### src/rtl/matmul_tile_scheduler_pkg.sv
// Shared constants and state encoding for the tile scheduler and its row FIFO.
package matmul_tile_scheduler_pkg;

  localparam int S2P_SIZE       = 4;
  localparam int RESULT_SIZE    = 8;
  localparam int ROW_W          = S2P_SIZE * RESULT_SIZE;
  localparam int CNT_W_DEF      = 8;
  localparam int FIFO_DEPTH_DEF = 2 * S2P_SIZE;

  typedef enum logic [2:0] {
    ST_IDLE    = 3'd0,
    ST_FETCH   = 3'd1,
    ST_LOAD    = 3'd2,
    ST_COMPUTE = 3'd3,
    ST_FLUSH   = 3'd4,
    ST_DONE    = 3'd5
  } sched_state_e;

  // FIFO entries carry the end-of-job marker in the MSB above the row payload.
  function automatic logic [ROW_W:0] pack_row(input logic last, input logic [ROW_W-1:0] data);
    return {last, data};
  endfunction

endpackage

### src/rtl/matmul_tile_scheduler_if.sv
// Tile-buffer handshake, matrix_mul control/result and row-stream signals.
interface matmul_tile_scheduler_if #(
  parameter int CNT_W = 8
);
  import matmul_tile_scheduler_pkg::*;

  logic             tile_req;
  logic             tile_valid;
  logic [CNT_W-1:0] tile_idx;
  logic             flag_buffer;
  logic [1:0]       mm_done;
  logic [ROW_W-1:0] mm_product;
  logic             row_valid;
  logic             row_ready;
  logic [ROW_W-1:0] row_data;
  logic             row_last;

  modport master (
    output tile_req, tile_idx, flag_buffer, row_valid, row_data, row_last,
    input  tile_valid, mm_done, mm_product, row_ready
  );

  modport slave (
    input  tile_req, tile_idx, flag_buffer, row_valid, row_data, row_last,
    output tile_valid, mm_done, mm_product, row_ready
  );

endinterface

### src/rtl/matmul_tile_scheduler_fifo.sv
// Result row FIFO; a push into a full FIFO is accepted when a pop happens in the same cycle.
module result_row_fifo #(
  parameter int WIDTH = 33,
  parameter int DEPTH = 8,
  parameter int CW    = $clog2(DEPTH + 1)
) (
  input  logic             clk,
  input  logic             rst,
  input  logic             i_push,
  input  logic [WIDTH-1:0] i_push_data,
  input  logic             i_pop,
  output logic [WIDTH-1:0] o_head,
  output logic [CW-1:0]    o_count,
  output logic             o_full,
  output logic             o_empty
);

  localparam int PW = (DEPTH > 1) ? $clog2(DEPTH) : 1;
  localparam logic [PW-1:0] LAST_PTR = PW'(DEPTH - 1);
  localparam logic [CW-1:0] FULL_CNT = CW'(DEPTH);

  logic [WIDTH-1:0] r_mem [DEPTH];
  logic [PW-1:0]    r_wr_ptr;
  logic [PW-1:0]    r_rd_ptr;
  logic [CW-1:0]    r_count;
  logic             w_push_ok;
  logic             w_pop_ok;

  function automatic logic [PW-1:0] ptr_inc(input logic [PW-1:0] p);
    return (p == LAST_PTR) ? '0 : p + PW'(1);
  endfunction

  assign o_count   = r_count;
  assign o_empty   = (r_count == '0);
  assign o_full    = (r_count == FULL_CNT);
  assign w_pop_ok  = i_pop && !o_empty;
  assign w_push_ok = i_push && (!o_full || w_pop_ok);

  always_ff @(posedge clk or posedge rst) begin
    if (rst) begin
      r_wr_ptr <= '0;
      r_rd_ptr <= '0;
      r_count  <= '0;
    end else begin
      if (w_push_ok) r_wr_ptr <= ptr_inc(r_wr_ptr);
      if (w_pop_ok)  r_rd_ptr <= ptr_inc(r_rd_ptr);
      if (w_push_ok && !w_pop_ok)      r_count <= r_count + CW'(1);
      else if (!w_push_ok && w_pop_ok) r_count <= r_count - CW'(1);
    end
  end

  always_ff @(posedge clk) begin
    if (w_push_ok) r_mem[r_wr_ptr] <= i_push_data;
  end

  // Stale storage is masked so an empty FIFO presents an all-zero head.
  assign o_head = o_empty ? '0 : r_mem[r_rd_ptr];

endmodule

### src/rtl/matmul_tile_scheduler.sv
// Job sequencer for the S2P tile multiplier: fetches tile pairs, pulses the
// matrix_mul load and buffers result rows for the downstream consumer.
//
// state   | meaning
// IDLE    | waiting for start
// FETCH   | tile_req high, waiting for tile_valid and room for a full tile of rows
// LOAD    | one-cycle flag_buffer pulse, buffer data still held by tile_req
// COMPUTE | capturing result rows on mm_done[0] until mm_done[1]
// FLUSH   | all tiles computed, draining the row FIFO
// DONE    | one-cycle job_done pulse
module matmul_tile_scheduler
  import matmul_tile_scheduler_pkg::*;
#(
  parameter int CNT_W      = CNT_W_DEF,
  parameter int FIFO_DEPTH = FIFO_DEPTH_DEF
) (
  input  logic                    clk,
  input  logic                    rst,
  input  logic                    i_start,
  input  logic [CNT_W-1:0]        i_num_tiles,
  output logic                    o_busy,
  output logic                    o_job_done,
  output logic                    o_err_ovf,
  matmul_tile_scheduler_if.master bus
);

  localparam int FCW = $clog2(FIFO_DEPTH + 1);
  localparam int RCW = $clog2(S2P_SIZE + 1);
  localparam logic [FCW-1:0] SPACE_LIMIT = FCW'(FIFO_DEPTH - S2P_SIZE);

  sched_state_e     r_state;
  sched_state_e     w_state_nxt;
  logic [CNT_W-1:0] r_num_tiles;
  logic [CNT_W-1:0] r_tile_idx;
  logic [RCW-1:0]   r_row_cnt;
  logic             r_err_ovf;

  logic             w_start_ok;
  logic             w_in_compute;
  logic             w_row_done;
  logic             w_tile_done;
  logic             w_last_tile;
  logic             w_space_ok;
  logic             w_push;
  logic             w_push_last;
  logic             w_pop;
  logic             w_ovf;
  logic             w_tile_req;
  logic             w_flag_buffer;
  logic             w_busy;
  logic             w_job_done;

  logic [ROW_W:0]   w_fifo_head;
  logic [FCW-1:0]   w_fifo_count;
  logic             w_fifo_full;
  logic             w_fifo_empty;

  assign w_row_done   = bus.mm_done[0];
  assign w_tile_done  = bus.mm_done[1];
  assign w_in_compute = (r_state == ST_COMPUTE);
  assign w_start_ok   = (r_state == ST_IDLE) && i_start;
  assign w_last_tile  = (r_tile_idx == (r_num_tiles - CNT_W'(1)));
  assign w_space_ok   = (w_fifo_count <= SPACE_LIMIT);

  assign w_pop       = !w_fifo_empty && bus.row_ready;
  assign w_push      = w_in_compute && w_row_done && (!w_fifo_full || w_pop);
  assign w_push_last = w_last_tile && w_tile_done;
  // Any row strobe that cannot be stored is lost and flagged.
  assign w_ovf       = w_row_done && (!w_in_compute || (w_fifo_full && !w_pop));

  always_ff @(posedge clk or posedge rst) begin
    if (rst) r_state <= ST_IDLE;
    else     r_state <= w_state_nxt;
  end

  always_comb begin
    w_state_nxt   = r_state;
    w_tile_req    = 1'b0;
    w_flag_buffer = 1'b0;
    w_busy        = 1'b1;
    w_job_done    = 1'b0;
    case (r_state)
      ST_IDLE: begin
        w_busy = 1'b0;
        if (i_start) w_state_nxt = (i_num_tiles == '0) ? ST_DONE : ST_FETCH;
      end
      ST_FETCH: begin
        w_tile_req = 1'b1;
        if (bus.tile_valid && w_space_ok) w_state_nxt = ST_LOAD;
      end
      ST_LOAD: begin
        w_tile_req    = 1'b1;
        w_flag_buffer = 1'b1;
        w_state_nxt   = ST_COMPUTE;
      end
      ST_COMPUTE: begin
        if (w_tile_done) w_state_nxt = w_last_tile ? ST_FLUSH : ST_FETCH;
      end
      ST_FLUSH: begin
        if (w_fifo_empty) w_state_nxt = ST_DONE;
      end
      ST_DONE: begin
        w_job_done  = 1'b1;
        w_state_nxt = ST_IDLE;
      end
      default: begin
        w_busy      = 1'b0;
        w_state_nxt = ST_IDLE;
      end
    endcase
  end

  always_ff @(posedge clk or posedge rst) begin
    if (rst) begin
      r_num_tiles <= '0;
      r_tile_idx  <= '0;
      r_row_cnt   <= '0;
      r_err_ovf   <= 1'b0;
    end else begin
      if (w_start_ok) begin
        r_num_tiles <= i_num_tiles;
        r_tile_idx  <= '0;
        r_row_cnt   <= '0;
      end else if (w_in_compute && w_tile_done) begin
        r_tile_idx <= r_tile_idx + CNT_W'(1);
        r_row_cnt  <= '0;
      end else if (w_push) begin
        r_row_cnt <= r_row_cnt + RCW'(1);
      end
      // A fresh job clears the flag, but an error in the same cycle still wins.
      r_err_ovf <= (r_err_ovf && !w_start_ok) || w_ovf;
    end
  end

  result_row_fifo #(
    .WIDTH (ROW_W + 1),
    .DEPTH (FIFO_DEPTH),
    .CW    (FCW)
  ) u_row_fifo (
    .clk         (clk),
    .rst         (rst),
    .i_push      (w_push),
    .i_push_data (pack_row(w_push_last, bus.mm_product)),
    .i_pop       (w_pop),
    .o_head      (w_fifo_head),
    .o_count     (w_fifo_count),
    .o_full      (w_fifo_full),
    .o_empty     (w_fifo_empty)
  );

  assign o_busy          = w_busy;
  assign o_job_done      = w_job_done;
  assign o_err_ovf       = r_err_ovf;
  assign bus.tile_req    = w_tile_req;
  assign bus.tile_idx    = r_tile_idx;
  assign bus.flag_buffer = w_flag_buffer;
  assign bus.row_valid   = !w_fifo_empty;
  assign bus.row_data    = w_fifo_head[ROW_W-1:0];
  assign bus.row_last    = w_fifo_head[ROW_W];

endmodule
### src/flat_wrapper.sv
// flat-port wrapper written by rule: the top's interface ports become plain ports
module matmul_tile_scheduler_flat import matmul_tile_scheduler_pkg::*;
#(
  parameter int CNT_W      = CNT_W_DEF,
  parameter int FIFO_DEPTH = FIFO_DEPTH_DEF
)
  (clk, rst, i_start, i_num_tiles, o_busy, o_job_done, o_err_ovf, bus_tile_req, bus_tile_idx, bus_flag_buffer, bus_row_valid, bus_row_data, bus_row_last, bus_tile_valid, bus_mm_done, bus_mm_product, bus_row_ready);
  matmul_tile_scheduler_if #(.CNT_W(CNT_W)) bus_i ();
  input  logic clk;
  input  logic rst;
  input  logic i_start;
  input  logic [CNT_W-1:0] i_num_tiles;
  output logic o_busy;
  output logic o_job_done;
  output logic o_err_ovf;
  output wire logic [$bits(bus_i.tile_req)-1:0] bus_tile_req;
  output wire logic [$bits(bus_i.tile_idx)-1:0] bus_tile_idx;
  output wire logic [$bits(bus_i.flag_buffer)-1:0] bus_flag_buffer;
  output wire logic [$bits(bus_i.row_valid)-1:0] bus_row_valid;
  output wire logic [$bits(bus_i.row_data)-1:0] bus_row_data;
  output wire logic [$bits(bus_i.row_last)-1:0] bus_row_last;
  input wire logic [$bits(bus_i.tile_valid)-1:0] bus_tile_valid;
  input wire logic [$bits(bus_i.mm_done)-1:0] bus_mm_done;
  input wire logic [$bits(bus_i.mm_product)-1:0] bus_mm_product;
  input wire logic [$bits(bus_i.row_ready)-1:0] bus_row_ready;
  assign bus_tile_req = bus_i.tile_req;
  assign bus_tile_idx = bus_i.tile_idx;
  assign bus_flag_buffer = bus_i.flag_buffer;
  assign bus_row_valid = bus_i.row_valid;
  assign bus_row_data = bus_i.row_data;
  assign bus_row_last = bus_i.row_last;
  assign bus_i.tile_valid = bus_tile_valid;
  assign bus_i.mm_done = bus_mm_done;
  assign bus_i.mm_product = bus_mm_product;
  assign bus_i.row_ready = bus_row_ready;
  matmul_tile_scheduler #(.CNT_W(CNT_W), .FIFO_DEPTH(FIFO_DEPTH)) u_core (.clk(clk), .rst(rst), .i_start(i_start), .i_num_tiles(i_num_tiles), .o_busy(o_busy), .o_job_done(o_job_done), .o_err_ovf(o_err_ovf), .bus(bus_i));
endmodule
### config.mk
export PLATFORM = sky130hd
export DESIGN_NAME = matmul_tile_scheduler_flat
export DESIGN_NICKNAME = d
export VERILOG_FILES = /design/src/rtl/matmul_tile_scheduler_pkg.sv /design/src/rtl/matmul_tile_scheduler_if.sv /design/src/rtl/matmul_tile_scheduler_fifo.sv /design/src/rtl/matmul_tile_scheduler.sv /design/src/flat_wrapper.sv
export SDC_FILE = /design/constraint.sdc
export NUM_CORES = 1
export LEC_CHECK = 0
export CORE_ASPECT_RATIO = 0.9
export CORE_MARGIN = 2
export CORE_UTILIZATION = 55
export CTS_CLUSTER_DIAMETER = 50
export DETAILED_ROUTE_END_ITERATION = 7
export HOLD_SLACK_MARGIN = 0.05
export PLACE_DENSITY = 0.84
export SYNTH_ARGS = -nofsm -noshare
export SYNTH_HDL_FRONTEND = slang
export SYNTH_SLANG_ARGS = --single-unit
### constraint.sdc
create_clock -name clk -period 6.3 [get_ports clk]
set_input_delay 1.26 -clock clk [delete_from_list [all_inputs] [get_ports clk]]
set_output_delay 1.26 -clock clk [all_outputs]
set_load 0.01 [all_outputs]
# Yosys cells after proc, flatten, opt, wreduce, memory -nomap -nowiden
# Memories as Yosys holds them, arrays and structs flattened.
# Index checks and enable logic that the tools add are counted.
word_totals:
  reg_bits: 30
  mem_bits_rw: 264
  inputBits: 47
  output_inout_bits: 47
  wordCells: 81
  memories: 1
memory_table:
  columns: ["name", "depth", "width", "rd", "rd_clocked_by_memory_dff", "write_ports", "line_no", "source"]
  rows:
  - ["u_core.u_row_fifo.r_mem", 8, 33, 1, 0, 1, "matmul_tile_scheduler_fifo.sv:22", "logic [WIDTH-1:0] r_mem [DEPTH];"]
op_classes:
  addsub: 6
  magnitude_cmp: 1
  eq_ne: 13
  mux: 20
  reduce_logical: 33
op_table:
  columns: ["cell", "n"]
  rows:
  - ["33-bit 2-to-1 mux", 1]
  - ["3-bit 2-to-1 mux", 8]
  - ["8-bit 2-to-1 mux", 2]
  - ["3-bit case mux with 5 select lines", 1]
  - ["1-bit logical AND", 14]
  - ["3-bit equality test (second input constant)", 4]
  - ["8-bit by 1-bit adder with 8-bit output (second input constant)", 1]
  - ["8-bit equality test", 1]
  - ["8-bit logical NOT", 1]
  - ["4-bit 2-to-1 mux", 2]
  - ["8-bit by 1-bit subtractor with 8-bit output (second input constant)", 1]
  - ["1-bit logical NOT", 7]
  - ["3-bit by 1-bit adder with 3-bit output (second input constant)", 2]
  - ["3-bit by 2-bit equality test with 1-bit output (second input constant)", 2]
  - ["1-bit 2-to-1 mux", 6]
  - ["2-bit != test (second input constant)", 3]
  - ["5-bit OR reduction", 1]
  - ["4-bit by 1-bit adder with 4-bit output (second input constant)", 1]
  - ["4-bit equality test (second input constant)", 1]
  - ["4-bit by 3-bit less-or-equal comparator with 1-bit output (second input constant)", 1]
  - ["4-bit logical NOT", 1]
  - ["1-bit logical OR", 4]
  - ["4-bit AND reduction", 1]
  - ["2-bit nonzero test", 2]
  - ["other kinds (5)", 5]

# Logic depth before layout (Yosys ltp)
# Gate-level depths: netlist (run 1).
logic_depth:
  depth_word: 10
  depth_mapped: 13
  ltp_nobuf: 12

# Hierarchy
# From an unflattened synthesis (run 1), not the netlist that was laid out.
unflattened:
  hier_cells: 579
  area_unflattened_um2: 11801.3
by_module_without_submodules:
  columns: ["mod", "instances", "cells_each", "area_each_um2", "seq_area_each_um2"]
  rows:
  - ["result_row_fifo", 1, 450, 10530.1, 8177.8]
  - ["matmul_tile_scheduler", 1, 129, 1271.2, 500.5]

# Worst setup path after synthesis (run 1)
# OpenSTA, ideal clock, no wires.
synth_path:
  path_type: "input to register"
  startpoint: "input bus_row_ready"
  endpoint: "memory u_core.u_row_fifo.r_mem[0][0] (enable)"
  setup_time_ns: 0.506
  t_arrival_ns: 4.967
  required_ns: 5.794
  setup_slack_ns: 0.828
  cell_stages: 4
  n_path_buf: 0
  path_cell_list: "inv_1 -> a311oi_1 -> nand2_2 -> nor4_1"
synth_between:
  elab_chain_cells: 6
  elab_cells_between_ends: 8
  cone_classes: "mux (2); reduce/logical (6)"
synth_lines:
  columns: ["element", "line_no", "source"]
  rows:
  - ["start, declared", "flat_wrapper.sv:25", "input wire logic [$bits(bus_i.row_ready)-1:0] bus_row_ready;"]
  - ["1-bit logical AND (*)", "matmul_tile_scheduler.sv:65", "assign w_pop = !w_fifo_empty && bus.row_ready;"]
  - ["1-bit logical OR / 1-bit logical AND (equally long branches)", "matmul_tile_scheduler.sv:66, matmul_tile_scheduler_fifo.sv:36", null]
  - ["1-bit logical AND / 1-bit logical OR (equally long branches)", "matmul_tile_scheduler.sv:66, matmul_tile_scheduler_fifo.sv:37", null]
  - ["1-bit logical AND (*)", "matmul_tile_scheduler_fifo.sv:37", "assign w_push_ok = i_push && (!o_full || w_pop_ok);"]
  - ["1-bit 2-to-1 mux (*)", "matmul_tile_scheduler_fifo.sv:53", "if (w_push_ok) r_mem[r_wr_ptr] <= i_push_data;"]
  - ["1-bit 2-to-1 mux (implied by the code) (*)", "matmul_tile_scheduler_fifo.sv:53", null]
  - ["end, declared", "matmul_tile_scheduler_fifo.sv:22", null]
# Every way passes the cells marked *; elsewhere a longest branch is shown, timed or not.

# Worst setup path in the final report (run 1)
layout_path:
  startpoint: "register u_core.u_row_fifo.r_rd_ptr[1]"
  endpoint: "output bus_row_data[22]"
layout_between:
  elab_chain_cells: 2
layout_lines:
  columns: ["element", "line_no", "source"]
  rows:
  - ["start, declared", "matmul_tile_scheduler_fifo.sv:24", "logic [PW-1:0] r_rd_ptr;"]
  - ["start signal, assigned", "matmul_tile_scheduler_fifo.sv:46", "if (w_pop_ok) r_rd_ptr <= ptr_inc(r_rd_ptr);"]
  - ["memory read 8 x 33 bit", null, null]
  - ["33-bit 2-to-1 mux", "matmul_tile_scheduler_fifo.sv:57", "assign o_head = o_empty ? '0 : r_mem[r_rd_ptr];"]
  - ["end, declared", "flat_wrapper.sv:20", "output wire logic [$bits(bus_i.row_data)-1:0] bus_row_data;"]
# No other way between the ends.

==> flow_summary.json, run 1 <==
{
  "rsz0062_at_grt": "false",
  "die_height_microns": 143,
  "crit_fanout": 40,
  "tightest_slew_ns": 1.16,
  "ir_drop_mv": 0.323,
  "max_freq_mhz": 217,
  "yosys.area.top_type_share_pct": 67.0,
  "worst_clock_skew_ns": 0.0267,
  "rows": 50,
  "gr-usage-all-layers_pct": 21.7,
  "final_cell_mix": "edfxtp_1, clkdlybuf4s50_1, mux4_2",
  "synth-adder-area-share_pct": 1.12,
  "period_minus_slack_ns": 4.62,
  "syn-cell-area_sq_um": 11800,
  "p_leak_nw": 4.75,
  "cp_cell_sequence": "buf_4 > mux4_2 > mux2i_1 > nor2_1 > clkdlybuf4s50_1",
  "hp-class": "flop to flop",
  "drive_gt1_share_pct": 20.6,
  "slew_headroom_pct": 22.6,
  "setup_ws_ns": 1.68,
  "fp.dieArea_sq_um": 22700,
  "clk_pin_slew_worst_paths_ns": 0.06,
  "ys_top_cells_by_area": "edfxtp_1, mux4_2, dfrtp_1",
  "slowest_stage": "dfrtp_2",
  "synth_warnings": 0,
  "ant_nets": 0,
  "synth_compound_area_share_pct": 1.47,
  "viasPerCell": 5.89,
  "synth_cells": 607,
  "preCtsSetupSlack_ns": 2.11,
  "wl_mm": 23.5,
  "async_flop_share_pct": 10.2,
  "cap_violations": 0,
  "io_pins": 94,
  "synth_simple_gate_area_share_pct": 4.82,
  "crit_required_ns": 5.04,
  "finalCritPeriodShare_pct": 73.3,
  "drv_slew": 0,
  "routedWlPerCell_microns": 23.0,
  "htreeDepth": 1,
  "num-fill-cells": 1326,
  "cts.sinks": 294,
  "diodes": 0,
  "core-area_sq_um": 21000,
  "drt-pass1-iter-count": 6,
  "start_util_pct": 56.5,
  "grt_overflow": 0,
  "finish.net_count": 774,
  "status": "finished clean",
  "setup_viol": 0,
  "cp_data_arrival_time_ns": 3.36,
  "drt_first_iter_violations": 467,
  "cts_inserted_buffers": 29,
  "grt_max_degree": 41,
  "synth_seq_cells": 294,
  "max_stage_delay_ns": 1.02,
  "syn2layout_area_growth_pct": 18.8,
  "cts_setup_buffers": 0,
  "grt_pass1_vias": 6479,
  "cp_top_family": "buffers and inverters",
  "startpoint_type": "flop",
  "synth_top_family_by_area": "multiplexers",
  "antenna_found_initial": 1,
  "io_buffer_count": 93,
  "syn_avg_cell_area_sq_um": 19.5,
  "cts_hold_buf": 0,
  "final_common_cell": "edfxtp_1",
  "synth.area.mux_share_pct": 16.3,
  "clock_path_buffers": 3,
  "synth_top_cell_by_area": "edfxtp_1",
  "vias": 6032,
  "drcViolationCount": 0,
  "cts_tree": "done",
  "synth.distinct_cells": 50,
  "cts_resized": 0,
  "synth_edf_count": 264,
  "ys_seq_area_share_pct": 73.3,
  "syn_nets": 664,
  "power_density_nw_per_um2": 444,
  "die_w_microns": 159,
  "synth-xor-area-share_pct": 1.55,
  "dp_hpwl_mm": 13.7,
  "grt_pass1_wl_mm": 36.8,
  "tns_ns": 0,
  "path_class": "flop to primary output",
  "path_buf_inv": 2,
  "gp_congestion": 0.815,
  "critPathCaptureType": "primary output",
  "ys.flop_type": "edfxtp_1",
  "clkLatencyLatePin_ns": 0.57,
  "hold_violations": 0,
  "root_buffer": "clkbuf_16"
}
## area by class of cell
cell class                 instances  area [sq um]  share of cell area (%)
tap                              286           358                    2.54
timing repair buffer             106          1030                    7.31
multi-input combinational        275          3040                    21.6
clock inverter                    20           175                    1.25
clock buffer                      32           737                    5.24
inverter                          11          41.3                   0.294
sequential                       294          8680                    61.8
## report_power, final
part | switching (mW) | internal (mW)
Sequential | 0.268 | 2.32
Combinational | 0.908 | 1.09
Clock | 0.718 | 0.932
## routing by layer
metal	wire [microns]	vias to the layer above	GRT usage, %
met1	9800	3145	29.7
li1	-	2651	-
met5	0	-	0
met2	12000	198	36.9
met4	443	0	5.31
met3	1260	38	3.85
## state kept, by name, indices dropped and copies added (netlist names)
register / count
u_core.u_row_fifo.r_wr_ptr: 3
u_core.u_row_fifo.o_count: 4
u_core.o_err_ovf: 1
u_core.r_num_tiles: 8
u_core.bus.tile_idx: 8
u_core.u_row_fifo.r_rd_ptr: 3
u_core.r_state: 3
u_core.u_row_fifo.r_mem: 264
## through the flow
stage	cells	hold WS, ns	util, %	power (mW)	area [sq um]
6_report	1024	0.541	67.1	6.24	14100
5_1_grt	1024	0.570	67.1	6.51	14100
4_1_cts	1024	0.540	67.1	6.29	14100
3_5_place_dp	972	0.525	62.7	4.63	13100
3_3_place_gp	972	0.517	62.7	4.55	13100
2_1_floorplan	607	0.502	-	3.83	11800
## cells in the mapped netlist (2+ instances only)
| cell type | count |
|---|---|
| edfxtp_1 | 264 |
| mux4_2 | 66 |
| nor2_1 | 50 |
| mux2i_1 | 35 |
| dfrtp_1 | 30 |
| nand2_1 | 18 |
| xnor2_1 | 14 |
| clkbuf_1 | 10 |
| inv_1 | 10 |
| ha_1 | 9 |
| nor3_1 | 9 |
| buf_2 | 8 |
| mux2_2 | 8 |
| o21ai_0 | 7 |
| xor2_1 | 7 |
| a21oi_1 | 5 |
| buf_1 | 5 |
| nand2b_1 | 4 |
| nand4_1 | 4 |
| a21o_1 | 3 |
| buf_4 | 3 |
| nor2b_1 | 3 |
| nor4_1 | 3 |
| a311oi_1 | 2 |
| and3_1 | 2 |
| and4b_1 | 2 |
| nor4_2 | 2 |
| or3_1 | 2 |
## logic make-up after synthesis
family / after synthesis
xor gates and xnor gates: 21
adders and majority gates: 10
DFF: 294
AOI/OAI and AO/OA: 26
muxes: 109
buffers and inverters: 38
and+or+nand+nor: 109
## worst paths after layout
path,from,end,slack [ns],cells past startpoint
setup / recovery,u_core.u_row_fifo.r_rd_ptr[1],bus_row_data[22],1.68,5
hold / removal,u_core.r_num_tiles[7],u_core.r_num_tiles[7],0.54,1
setup reg to reg,u_core.r_state[1],u_core.u_row_fifo.r_mem[3][8],3.10,6
hold reg to reg,u_core.r_num_tiles[7],u_core.r_num_tiles[7],0.54,1
max in group asynchronous,rst,u_core.u_row_fifo.r_rd_ptr[0],4.15,2
min in group asynchronous,rst,u_core.r_num_tiles[5],1.32,2
No activity file was read; power rests on OpenSTA's default activity.
==> run 2: changes to the inputs <==
- CORE_UTILIZATION: 55 -> 52
- PLACE_DENSITY: 0.84 -> 0.83
- clock period: 6.3 -> 4 ns (I/O delays scaled with it)
==> run 2 against run 1 <==
  * Clock power rose by 53%
  * Utilization fell by 3.9 points
  * Sequential cell count did not move
  * Sequential power rose by 58%
  * Largest cell class unchanged
  * Global-route usage fell by 1.3 points
  * Largest power group unchanged
  * Critical path type unchanged
  * Non-clock buffer count rose by 11
  * Clock skew fell by 0.016 ns
  * Highest routed layer unchanged
==> flow_summary.json, run 2 (same netlist as run 1, synthesis figures left out) <==
{
  "status": "finished clean",
  "rows": 52,
  "viasPerCell": 5.79,
  "multi_input_comb_area_sq_um": 3050,
  "cp_data_arrival_time_ns": 2.87,
  "clkLatencyLatePin_ns": 0.54,
  "clock_path_buffers": 3,
  "cts_setup_buffers": 0,
  "dp_hpwl_mm": 14.4,
  "ir_drop_mv": 0.512,
  "startpoint_type": "flop",
  "io_pins": 94,
  "syn2layout_area_growth_pct": 19.8,
  "wl_mm": 23.7,
  "die_height_microns": 147,
  "met2_length_mm": 12.4,
  "die_w_microns": 163,
  "instances_no_fill": 1048,
  "period_minus_slack_ns": 3.67,
  "highest_layer": "met4",
  "vias": 6072,
  "cp_cell_sequence": "buf_12 > mux4_2 > mux2i_1 > nor2_1 > clkdlybuf4s50_1",
  "finish.net_count": 785,
  "root_buffer": "clkbuf_16",
  "gp_congestion": 0.809,
  "total_power_mw": 9.81,
  "cts_resized": 0,
  "antenna_found_initial": 0,
  "reg2reg_depth": 12,
  "top_register": "u_core.u_row_fifo.r_mem",
  "setup_viol": 0,
  "power_density_nw_per_um2": 692,
  "cts_tree": "done",
  "final_common_cell": "edfxtp_1",
  "grt_max_degree": 37,
  "path_class": "flop to primary output",
  "cts_inserted_buffers": 29,
  "hold_violations": 0,
  "r2r-end": "u_core.u_row_fifo.o_count[3]",
  "cts_hold_buf": 0,
  "clk_pin_slew_worst_paths_ns": 0.06,
  "wl_met1_mm": 9.69,
  "largest_reg_flops": 264,
  "ant_nets": 0,
  "grt_pass1_wl_mm": 37.3,
  "slowest_stage": "dfrtp_4",
  "met3_length_mm": 1.17,
  "drt_first_iter_violations": 434,
  "tightest_slew_ns": 1.14,
  "drt-pass1-iter-count": 5,
  "cts.sinks": 294,
  "place_area_sq_um": 13300,
  "drive_gt1_share_pct": 21.7,
  "crit_required_ns": 3.20,
  "final_cell_mix": "edfxtp_1, clkdlybuf4s50_1, mux4_2",
  "p_leak_nw": 4.81,
  "whs_ns": 0.573,
  "drcViolationCount": 0,
  "routedWlPerCell_microns": 22.6,
  "num-fill-cells": 1524,
  "io_buffer_count": 93,
  "max_freq_mhz": 273,
  "fin_area_sq_um": 14200,
  "hp-class": "flop to flop",
  "diodes": 0,
  "finalCritPeriodShare_pct": 91.6,
  "dp.cells": 994,
  "htreeDepth": 1,
  "grt_pass1_vias": 6465,
  "r2r-start": "u_core.r_state[1]",
  "drv_slew": 0,
  "fp.dieArea_sq_um": 24000,
  "core-area_sq_um": 22400,
  "rsz0062_at_grt": "false",
  "gr-usage-all-layers_pct": 20.4,
  "grt_overflow": 0,
  "min-delay-start": "u_core.r_num_tiles[7]",
  "utilization_pct": 63.2,
  "cap_violations": 0,
  "slew_headroom_pct": 23.9,
  "start_util_pct": 52.7,
  "worstHoldPathCells": 1,
  "final-seq-area_sq_um": 8680,
  "critPathCaptureType": "primary output",
  "worst_clock_skew_ns": 0.0106,
  "max_stage_delay_ns": 0.61,
  "crit_fanout": 36,
  "r2r_slack_ns": 0.95,
  "hold_end": "u_core.r_num_tiles[7]"
}
## run 2: changes by cell type in the layout (fill, tap and decap cells not counted)
cell / delta
clkbuf_8: +4
clkinv_4: +1
clkinv_2: -2
buf_4: +9
inv_16: -1
clkbuf_1: +2
nor3_2: -1
bufinv_16: -2
nor4_2: -1
buf_12: +2
nor4_4: +1
clkinvlp_4: -1
inv_6: +1
nor3_4: +1
## run 2: layout make-up
class                           instances  share of cell area (%)
Inverter                               11                   0.291
Tap cell                              297                    2.62
Clock inverter                         16                   0.671
Timing Repair Buffer                  117                    8.01
Clock buffer                           38                    5.64
Sequential cell                       294                    61.2
Multi-Input combinational cell        275                    21.5
## run 2: critical path: cells and delay by family, from the launching register on
kind	cells	cell delay [ns]
buffers and inverters	2	0.83
DFF	1	0.61
and+or+nand+nor	1	0.09
muxes	2	0.78
## run 2: metal layers
layer  track usage, %  vias to the layer above
li1                 -                     2679
met1             27.7                     3160
met2             34.7                      197
met3             3.56                       36
met4             5.09                        0
met5                0                        -
## run 2: where the power goes
part	switching [mW]	leakage, nW	total [mW]	internal [mW]
Sequential	0.435	2.75	4.08	3.65
Combinational	1.43	1.61	3.21	1.77
Clock	1.10	0.450	2.52	1.41
Total	2.97	4.81	9.81	6.84
## run 2: per-stage QoR
step                setup WS [ns]  setup TNS [ns]
floorplan                  -0.150          -14.85
global placement            0.470               0
detailed placement          0.420               0
CTS                         0.293               0
global route                0.130               0
finish                      0.334               0
## run 2: worst max-delay path by stage
stage / startpoint / endpoint / slack (ns) / depth (start not counted)
after floorplan: bus_row_ready / u_core.u_row_fifo.r_mem[2][0] / -0.15 / 4
after global placement: bus_row_ready / u_core.u_row_fifo.o_count[3] / 0.47 / 13
after detailed placement: bus_row_ready / u_core.u_row_fifo.o_count[3] / 0.42 / 13
after CTS: u_core.u_row_fifo.r_rd_ptr[0] / bus_row_data[12] / 0.29 / 5
after global routing: u_core.u_row_fifo.r_rd_ptr[0] / bus_row_data[22] / 0.13 / 5
final: u_core.u_row_fifo.r_rd_ptr[0] / bus_row_data[22] / 0.33 / 5
==> run 3: changes to the inputs <==
- SLEW_MARGIN: default -> 20
==> run 3 against run 2 <==
  * Worst hold slack improved by 0.00074 ns
  * Clock power hardly changed
  * Sequential cell count stayed put
  * Critical path depth stayed put
  * Clock-buffer cell count unchanged
  * Final cell count stayed put
  * Total power is essentially flat
  * First-iteration DRC count unchanged
  * Worst setup slack got worse by 0.0014 ns
  * Design area is the same
  * Combinational power is essentially flat
  * Utilization did not move
==> flow_summary.json, run 3 (same netlist as run 1, synthesis figures left out) <==
{
  "wl_mm": 23.7,
  "die_height_microns": 147,
  "dp_hpwl_mm": 14.4,
  "worst_clock_skew_ns": 0.00944,
  "seqPwrFrac_pct": 41.6,
  "slowest_stage": "dfrtp_4",
  "gp_congestion": 0.809,
  "slew_headroom_pct": 27.8,
  "critPathCaptureType": "primary output",
  "diodes": 0,
  "max_stage_delay_ns": 0.61,
  "path_class": "flop to primary output",
  "startpoint_type": "flop",
  "cp_cell_sequence": "buf_12 > mux4_2 > mux2i_1 > nor2_1 > clkdlybuf4s50_1",
  "cp_top_family": "buffers and inverters",
  "vias": 6079,
  "rsz0062_at_grt": "false",
  "clock_path_buffers": 3,
  "fp.dieArea_sq_um": 24000,
  "routedWlPerCell_microns": 22.6,
  "ir_drop_mv": 0.510,
  "max_freq_mhz": 273,
  "drive_gt1_share_pct": 21.8,
  "cp_data_arrival_time_ns": 2.87,
  "worstHoldPathCells": 1,
  "core-area_sq_um": 22400,
  "antenna_found_initial": 0,
  "reg2reg_depth": 12,
  "drv_slew": 0,
  "cts_hold_buf": 0,
  "finish.net_count": 785,
  "hp-class": "flop to flop",
  "tightest_slew_ns": 1.08,
  "period_minus_slack_ns": 3.67,
  "crit_required_ns": 3.20,
  "clk_pin_slew_worst_paths_ns": 0.06,
  "top_register": "u_core.u_row_fifo.r_mem",
  "drt_first_iter_violations": 434,
  "pwr-share-clk_pct": 25.7,
  "swShare_pct": 30.3,
  "viasPerCell": 5.80,
  "cts_tree": "done",
  "setup_ws_ns": 0.333,
  "io_buffer_count": 93,
  "cts.sinks": 294,
  "final_common_cell": "edfxtp_1",
  "grt_pass1_vias": 6465,
  "cts_setup_buffers": 0,
  "finalCritPeriodShare_pct": 91.7,
  "fin_area_sq_um": 14200,
  "num-fill-cells": 1524,
  "largest_reg_flops": 264,
  "ant_nets": 0,
  "r2r-end": "u_core.u_row_fifo.o_count[3]",
  "rows": 52,
  "die_w_microns": 163,
  "combPwrFrac_pct": 32.7,
  "power_density_nw_per_um2": 692,
  "io_pins": 94,
  "p_leak_nw": 4.81,
  "drcViolationCount": 0,
  "dp.cells": 994,
  "place_area_sq_um": 13300,
  "instances_no_fill": 1048,
  "gr-usage-all-layers_pct": 20.4,
  "crit_fanout": 36,
  "preCtsSetupSlack_ns": 0.420,
  "utilization_pct": 63.2,
  "min-delay-start": "u_core.r_num_tiles[7]",
  "status": "finished clean",
  "cts_inserted_buffers": 29,
  "htreeDepth": 1,
  "grt_pass1_wl_mm": 37.3,
  "setup_viol": 0,
  "drt-pass1-iter-count": 5,
  "r2r_slack_ns": 0.95,
  "hold_end": "u_core.r_num_tiles[7]",
  "hold_violations": 0,
  "grt_max_degree": 37,
  "cap_violations": 0,
  "root_buffer": "clkbuf_16",
  "internal_power_mw": 6.84,
  "syn2layout_area_growth_pct": 19.8,
  "total_power_mw": 9.81,
  "r2r-start": "u_core.r_state[1]",
  "net-switching-power_mw": 2.97,
  "path_buf_inv": 2,
  "grt_overflow": 0,
  "clkLatencyLatePin_ns": 0.53,
  "start_util_pct": 52.7,
  "final_cell_mix": "edfxtp_1, clkdlybuf4s50_1, mux4_2",
  "cts_resized": 0
}
-- run 3: power groups by stage --
stage / clock network [mW] / registers, mW / logic (mW)
4_1_cts: 2.55 / 4.08 / 3.25
6_report: 2.52 / 4.08 / 3.21
5_1_grt: 2.69 / 4.13 / 3.47
2_1_floorplan: 0 / 3.89 / 2.14
3_5_place_dp: 0 / 4.14 / 3.22
3_3_place_gp: 0 / 4.11 / 3.13
-- run 3: area by class of cell --
class,instances,area (sq um),share of cell area [%]
flip-flops and latches,294,8680,61.2
multi-input cells,275,3050,21.5
repair buffers,117,1140,8.01
clock buffers,38,800,5.64
well taps,297,372,2.62
clock inverters,16,95.1,0.671
inverters,11,41.3,0.291
-- run 3: worst max-delay path by stage --
stage / endpoint / from / cells past startpoint / slack [ns]
after floorplan: u_core.u_row_fifo.r_mem[2][0] / bus_row_ready / 4 / -0.15
after global placement: u_core.u_row_fifo.o_count[3] / bus_row_ready / 13 / 0.47
after detailed placement: u_core.u_row_fifo.o_count[3] / bus_row_ready / 13 / 0.42
after CTS: bus_row_data[12] / u_core.u_row_fifo.r_rd_ptr[0] / 5 / 0.29
after global routing: bus_row_data[22] / u_core.u_row_fifo.r_rd_ptr[0] / 5 / 0.13
final: bus_row_data[22] / u_core.u_row_fifo.r_rd_ptr[0] / 5 / 0.33
-- run 3: through the flow --
stage               setup TNS, ns  hold WS (ns)
detailed placement              0         0.551
finish                          0         0.574
global route                    0         0.583
floorplan                  -14.85         0.502
global placement                0         0.514
CTS                             0         0.565
-- run 3: layer usage --
| metal | track usage (%) | vias to the layer above | wire [microns] |
|---|---|---|---|
| met5 | 0 | - | 0 |
| met2 | 34.7 | 190 | 12500 |
| met3 | 3.56 | 38 | 1140 |
| li1 | - | 2679 | - |
| met4 | 5.09 | 0 | 402 |
| met1 | 27.7 | 3172 | 9720 |
